`config.mk`:
```
export PLATFORM = sky130hd
export DESIGN_NAME = pattern_search_engine
export DESIGN_NICKNAME = d
export VERILOG_FILES = /design/src/rtl/pattern_search_engine.sv
export SDC_FILE = /design/constraint.sdc
export NUM_CORES = 1
export LEC_CHECK = 0
export ABC_CLOCK_PERIOD_IN_PS = 9370
export BUFFER_PORTS_ARGS = -buffer_cell sky130_fd_sc_hd__buf_2
export CORE_MARGIN = 1.5
export CORE_UTILIZATION = 60
export CTS_BUF_LIST = sky130_fd_sc_hd__clkbuf_4 sky130_fd_sc_hd__clkbuf_8
export CTS_CLUSTER_DIAMETER = 80
export DETAILED_ROUTE_END_ITERATION = 10
export PLACE_DENSITY_LB_ADDON = 0.3
export SLEW_MARGIN = 20
export SYNTH_ARGS = -nofsm -noshare
export SYNTH_HDL_FRONTEND = slang
export SYNTH_SLANG_ARGS = --single-unit
```
`constraint.sdc`:
```
create_clock -name clk -period 9.37 [get_ports clk]
set_clock_uncertainty 0.05 [all_clocks]
set_input_delay 0.4685 -clock clk [delete_from_list [all_inputs] [get_ports clk]]
set_output_delay 0.4685 -clock clk [all_outputs]
set_load 0.05 [all_outputs]
```
`src/rtl/pattern_search_engine.sv`:
```
// Memory-mapped 5-bit pattern counter: scans a 32-byte message, counts pattern hits
// (in-byte, bytes-with-hit, all 252 windows) and writes the three totals back.
module pattern_search_engine #(
    parameter int MSG_BASE = 0,
    parameter int PAT_ADDR = 32,
    parameter int RES_ADDR = 33,
    parameter int AW       = 8
) (
    input  logic          clk,
    input  logic          reset,
    input  logic          start,
    output logic          done,
    output logic          busy,
    output logic [AW-1:0] mem_addr,
    output logic          mem_rd_en,
    input  logic [7:0]    mem_rdata,
    output logic          mem_wr_en,
    output logic [7:0]    mem_wdata
);

    typedef enum logic [2:0] {
        IDLE,
        RD_PAT,
        SCAN,
        WR_CTB,
        WR_CTO,
        WR_CTS,
        DONE
    } state_t;

    localparam logic [AW-1:0] MSG_A = AW'(MSG_BASE);
    localparam logic [AW-1:0] PAT_A = AW'(PAT_ADDR);
    localparam logic [AW-1:0] RES_A = AW'(RES_ADDR);

    state_t      state;
    logic        armed;
    logic [5:0]  k;
    logic [4:0]  pat;
    logic [7:0]  prev;
    logic [7:0]  ctb;
    logic [7:0]  cto;
    logic [7:0]  cts;

    logic [2:0]  in_cnt;
    logic [2:0]  cross_cnt;
    logic [11:0] win;
    logic [7:0]  ctb_next;
    logic [7:0]  cto_next;
    logic [7:0]  cts_next;

    // NOTE: every always_comb output is given a default first so no latch is inferred.
    always_comb begin
        in_cnt    = 3'd0;
        cross_cnt = 3'd0;
        win       = {prev[3:0], mem_rdata};
        for (int i = 0; i < 4; i++) begin
            if (mem_rdata[i +: 5] == pat) in_cnt = in_cnt + 3'd1;
            if (win[i + 4 +: 5] == pat)   cross_cnt = cross_cnt + 3'd1;
        end
        // Message byte 0 has no predecessor, so no crossing windows.
        if (k < 6'd2) cross_cnt = 3'd0;
        ctb_next = ctb + {5'd0, in_cnt};
        cto_next = cto + {7'd0, (in_cnt != 3'd0)};
        cts_next = cts + {5'd0, in_cnt} + {5'd0, cross_cnt};
    end

    // NOTE: sequential state uses non-blocking assignments only, so all flops see pre-edge values.
    always_ff @(posedge clk or negedge reset) begin
        if (!reset) begin
            state     <= IDLE;
            armed     <= 1'b0;
            k         <= 6'd0;
            pat       <= 5'd0;
            prev      <= 8'd0;
            ctb       <= 8'd0;
            cto       <= 8'd0;
            cts       <= 8'd0;
            done      <= 1'b0;
            busy      <= 1'b0;
            mem_addr  <= '0;
            mem_rd_en <= 1'b0;
            mem_wr_en <= 1'b0;
            mem_wdata <= 8'd0;
        end else begin
            // armed blocks a start that coincides with reset release.
            armed <= 1'b1;
            unique case (state)
                IDLE, DONE: begin
                    if (start && armed) begin
                        state     <= RD_PAT;
                        done      <= 1'b0;
                        busy      <= 1'b1;
                        k         <= 6'd0;
                        ctb       <= 8'd0;
                        cto       <= 8'd0;
                        cts       <= 8'd0;
                        mem_rd_en <= 1'b1;
                        mem_addr  <= PAT_A;
                    end
                end
                RD_PAT: begin
                    state     <= SCAN;
                    mem_rd_en <= 1'b1;
                    mem_addr  <= MSG_A;
                end
                SCAN: begin
                    if (k == 6'd0) begin
                        pat <= mem_rdata[4:0];
                    end else begin
                        ctb  <= ctb_next;
                        cto  <= cto_next;
                        cts  <= cts_next;
                        prev <= mem_rdata;
                    end
                    k <= k + 6'd1;
                    if (k == 6'd32) begin
                        state     <= WR_CTB;
                        mem_wr_en <= 1'b1;
                        mem_addr  <= RES_A;
                        mem_wdata <= ctb_next;
                    end else if (k == 6'd31) begin
                        mem_rd_en <= 1'b0;
                    end else begin
                        mem_addr <= MSG_A + AW'(k) + AW'(1);
                    end
                end
                WR_CTB: begin
                    state     <= WR_CTO;
                    mem_addr  <= RES_A + AW'(1);
                    mem_wdata <= cto;
                end
                WR_CTO: begin
                    state     <= WR_CTS;
                    mem_addr  <= RES_A + AW'(2);
                    mem_wdata <= cts;
                end
                WR_CTS: begin
                    state     <= DONE;
                    mem_wr_en <= 1'b0;
                    done      <= 1'b1;
                    busy      <= 1'b0;
                end
                default: state <= IDLE;
            endcase
        end
    end

endmodule

```
==> summary.txt <==
Synthesis
  – Post-synthesis instance area: approximately 4100 um2
  – Post-Synthesis Net Count: roughly 500
  – Number of enable flip-flop cells after synthesis: 0
  – Synthesized flop and latch total: a little over 60
  – Distinct cell type count after synthesis: 52
  – Post-synthesis instance total: roughly 460
  – Yosys warning total: 0
  – Library cell with the highest instance count after synthesis: sky130_fd_sc_hd__dfrtp_1
  – Sequential area share after synthesis: roughly 38%
  – Main flop type after synthesis: sky130_fd_sc_hd__dfrtp_1
  – Post-Synthesis Mean Instance Area: ~9 um2
  – Biggest area contributors in the synthesized netlist: sky130_fd_sc_hd__dfrtp_1 (38%), sky130_fd_sc_hd__xor2_1 (7.3%), sky130_fd_sc_hd__xnor2_1 (6.2%)
  – Area share of the leading cell type in the synthesized netlist: a little under two fifths
  – Most common library cells after synthesis: sky130_fd_sc_hd__dfrtp_1 (62), sky130_fd_sc_hd__nand2_1 (53), sky130_fd_sc_hd__nor2_1 (40)
  – Cell taking the most area after synthesis: sky130_fd_sc_hd__dfrtp_1
  – Share of async-settable or async-resettable flops after synthesis: between 90% and 100%

Clock tree
  – Number of buffers inserted by post-CTS setup repair: 0
  – Clock net sink count: between 60 and 70
  – Clock buffers created by TritonCTS: 9
  – H-tree level count: 3
  – Cts hold-fix bufs: 0
  – Clock transition time at the flip-flop clock pins of the worst setup and hold paths: 0.07 ns
  – Later-pin clock latency in the skew report: ~0.35 ns
  – CTS-repair resized insts: 0
  – Root buffer cell: sky130_fd_sc_hd__clkbuf_8
  – Clock tree from TritonCTS: yes
  – Clock Tree Buf Depth: 2

Final layout
  – Ant. Diodes: 0
  – Total number of nets in the final design: between 500 and 600
  – Synthesis-to-finish area growth: 8.487%
  – Final core utilization: around two thirds
  – Layout cell share with drive strength beyond 1: roughly an eighth

Worst setup path
  – Critical path cell sequence: xor2_1, nor3_1, nand2_1, ha_1, inv_1, xnor2_1, inv_1, ha_1, mux2i_1, fa_1, inv_1, ha_1, fa_1, a21oi_1, nor4b_2, nand3_1, xor2_1, nor2_1
  – Number of buffer and inverter instances along the worst setup path: 3
  – Critical Path Fanout Max: 9
  – Setup slack of the most critical reg-to-reg path: just under 5 ns
  – Crit path max-delay family: adder cells
  – Reg2reg path depth: 18
  – Arrival @ worst endpoint: 4.67 ns
  – Setup crit end kind: register
  – Slowest stage cell, crit path: sky130_fd_sc_hd__dfrtp_1
  – Critical path depth in cells: 18
  – Maximum cell stage delay along the critical path: ~0.55 ns
  – Classification of the worst setup path: register to register
  – Element type at the critical path start: register
  – Data required, critical path: approximately 9.5 ns

Power and ir drop
  – Peak VDD IR: between 0.15 and 0.2 mV
  – P per Cell Area: around 330 nW/um2
  – Power, Total: between 1000 and 1500 uW
  – Psw: roughly 700 uW
  – Register share of total power: 32.5%
  – Internal cell power: 755.5 uW
  – Leakage power summed over all cells: approximately 0.0021 uW
  – Relative contribution of combinational cells to total power: between 40 and 50%
  – Clk network pwr share: a little under a fifth
  – Net switching fraction of the power: between 40% and 50%

Timing
  – Maximum frequency from static timing analysis: 221.8 MHz
  – Setup-violating endpoint count in the final report: 0
  – Part of the cycle the worst path needs: around half
  – Unrepaired setup endpoints after global routing: false
  – Setup TNS after final layout: 0 ns
  – Slew at the pin closest to its max-slew limit: about 1.1 ns
  – Max Slew Vio Count: 0
  – Final Hold Slack: 0.2183 ns
  – Remaining max-slew budget at the tightest pin: 27.01%
  – Number of failing hold endpoints at the final stage: 0
  – Final worst path period need: about 4.5 ns

GRT
  – Maximum number of pins on one net before global-route repair: between 60 and 70
  – Overall routing resource usage: between 20 and 30%
  – Vias in the first global route: ~3300
  – Remaining Overflow, GRT: 0
  – Antenna violations before repair: 0
  – Wire length of the first global-routing pass: between 15000 and 20000 um

Die
  – Die X-Extent: around 86 um
  – Overall die area: between 7000 and 8000 um2
  – Number of top-level pins: 31
  – CORE AREA: about 6500 um2
  – Initial core utilization: approximately 63%
  – Vert. Die Dim: 85.50 um
  – Standard-cell rows: 29

Placed design
  – Placed wire-length estimate: roughly 6400 um
  – Port bufs: 29
  – Weighted congestion reported at the end of routability-driven placement: between 0.8 and 0.9

Routing
  – Detailed Route WL: approximately 9300 um
  – Antenna Violating Nets Remaining: 0
  – Number of remaining DRC errors: 3
  – Via count normalized by instance count: ~6
  – Vias: about 3400
  – 1st-iter DRT viols: 379
  – First-pass DRT Iterations: 8
  – WL per Instance: roughly 17 um

Hold path
  – Class of the worst hold path: input port to asynchronous set/reset pin

Job
  – Max-cap violation count: 0

Outcome
  – Violated checks: DRC
  – Run status: finished, violations left
[through the flow]
stage / cell area [um2] / setup slack (ns) / instances
floorplan: 4084 / 5.420 / 461
global placement: 4198 / 5.312 / 541
detailed placement: 4198 / 4.973 / 541
CTS: 4431 / 4.898 / 557
global route: 4431 / 4.584 / 557
finish: 4431 / 4.861 / 557
[cells by family (layout without fill, tap and decap cells)]
family / after synthesis / after routing / synth area share, %
simple gates: 152 / 152 / 18.08
compound gates: 91 / 91 / 14.09
xor+xnor: 63 / 63 / 13.51
flops: 62 / 62 / 37.99
buf+inv: 61 / 80 / 6.434
fa+ha+maj: 21 / 21 / 7.353
mux: 9 / 9 / 2.359
other cells: 2 / 2 / 0.1839
[state kept, by name, indices dropped and copies added (netlist names)]
name       count
armed          1
ctb            8
k              6
pat            5
mem_rd_en      1
prev           4
cts            8
busy           1
state          3
done           1
mem_wr_en      1
mem_wdata      8
mem_addr       7
cto            8
[final cells by class]
class,instances,area [um2]
multi-input combinational,338,2270
fill,503,2028
sequential,62,1551
timing repair buffer,30,152.6
clock buffer,11,151.4
inverter,34,127.6
tap,77,96.34
clock inverter,5,81.33
[worst register-to-register path: stages, from the launching register on]
cell and delay, ns:
sky130_fd_sc_hd__dfrtp_1 0.55, sky130_fd_sc_hd__xor2_1 0.24, sky130_fd_sc_hd__nor3_1 0.27, sky130_fd_sc_hd__nand2_1 0.09, sky130_fd_sc_hd__ha_1 0.28, sky130_fd_sc_hd__inv_1 0.07
sky130_fd_sc_hd__xnor2_1 0.30, sky130_fd_sc_hd__inv_1 0.08, sky130_fd_sc_hd__ha_1 0.29, sky130_fd_sc_hd__mux2i_1 0.39, sky130_fd_sc_hd__fa_1 0.51, sky130_fd_sc_hd__inv_1 0.07
sky130_fd_sc_hd__ha_1 0.18, sky130_fd_sc_hd__fa_1 0.23, sky130_fd_sc_hd__a21oi_1 0.09, sky130_fd_sc_hd__nor4b_2 0.34, sky130_fd_sc_hd__nand3_1 0.14, sky130_fd_sc_hd__xor2_1 0.15
sky130_fd_sc_hd__nor2_1 0.05
[metal layers]
metal / GRT usage [%] / wire length (um) / vias to the layer above
met2: 44.60 / 4477 / 126
met1: 35.91 / 3980 / 1608
met4: 11.58 / 289 / 0
li1: - / - / 1582
met3: 5.390 / 596 / 39
met5: 0 / 0 / -
[final timing paths]
check,startpoint,to
min in group clk,mem_rdata[1],prev[1]
max reg2reg,pat[0],cts[7]
max in group asynchronous,reset,ctb[1]
max,pat[0],cts[7]
min reg2reg,mem_wdata[7],mem_wdata[7]
min,reset,k[3]
[cells in the final DEF (no fill, tap or decap), types with 4 or more instances in the layout]
| cell type | n |
|---|---|
| sky130_fd_sc_hd__mux2i_1 | 4 |
| sky130_fd_sc_hd__fa_1 | 5 |
| sky130_fd_sc_hd__nand2b_1 | 8 |
| sky130_fd_sc_hd__nor3_1 | 7 |
| sky130_fd_sc_hd__mux2_2 | 5 |
| sky130_fd_sc_hd__inv_1 | 34 |
| sky130_fd_sc_hd__clkbuf_8 | 11 |
| sky130_fd_sc_hd__nor2_1 | 40 |
| sky130_fd_sc_hd__o21ai_0 | 27 |
| sky130_fd_sc_hd__nor2b_1 | 4 |
| sky130_fd_sc_hd__nand3_1 | 14 |
| sky130_fd_sc_hd__ha_1 | 16 |
| sky130_fd_sc_hd__a22o_1 | 5 |
| sky130_fd_sc_hd__dfrtp_1 | 62 |
| sky130_fd_sc_hd__a21oi_1 | 23 |
| sky130_fd_sc_hd__xnor2_1 | 29 |
| sky130_fd_sc_hd__nand2_1 | 53 |
| sky130_fd_sc_hd__buf_2 | 29 |
| sky130_fd_sc_hd__o22ai_1 | 11 |
| sky130_fd_sc_hd__nand4_1 | 9 |
| sky130_fd_sc_hd__xor2_1 | 34 |
[power by group through the flow]
| stage | Clock (uW) | Sequential (uW) | Combinational (uW) |
|---|---|---|---|
| 3_3_place_gp | 0 | 468 | 674 |
| 4_1_cts | 277 | 468 | 703 |
| 6_report | 274 | 471 | 706 |
| 2_1_floorplan | 0 | 500 | 517 |
| 5_1_grt | 288 | 482 | 783 |
| 3_5_place_dp | 0 | 473 | 695 |
Note: power is estimated with default switching activity, not from simulation.
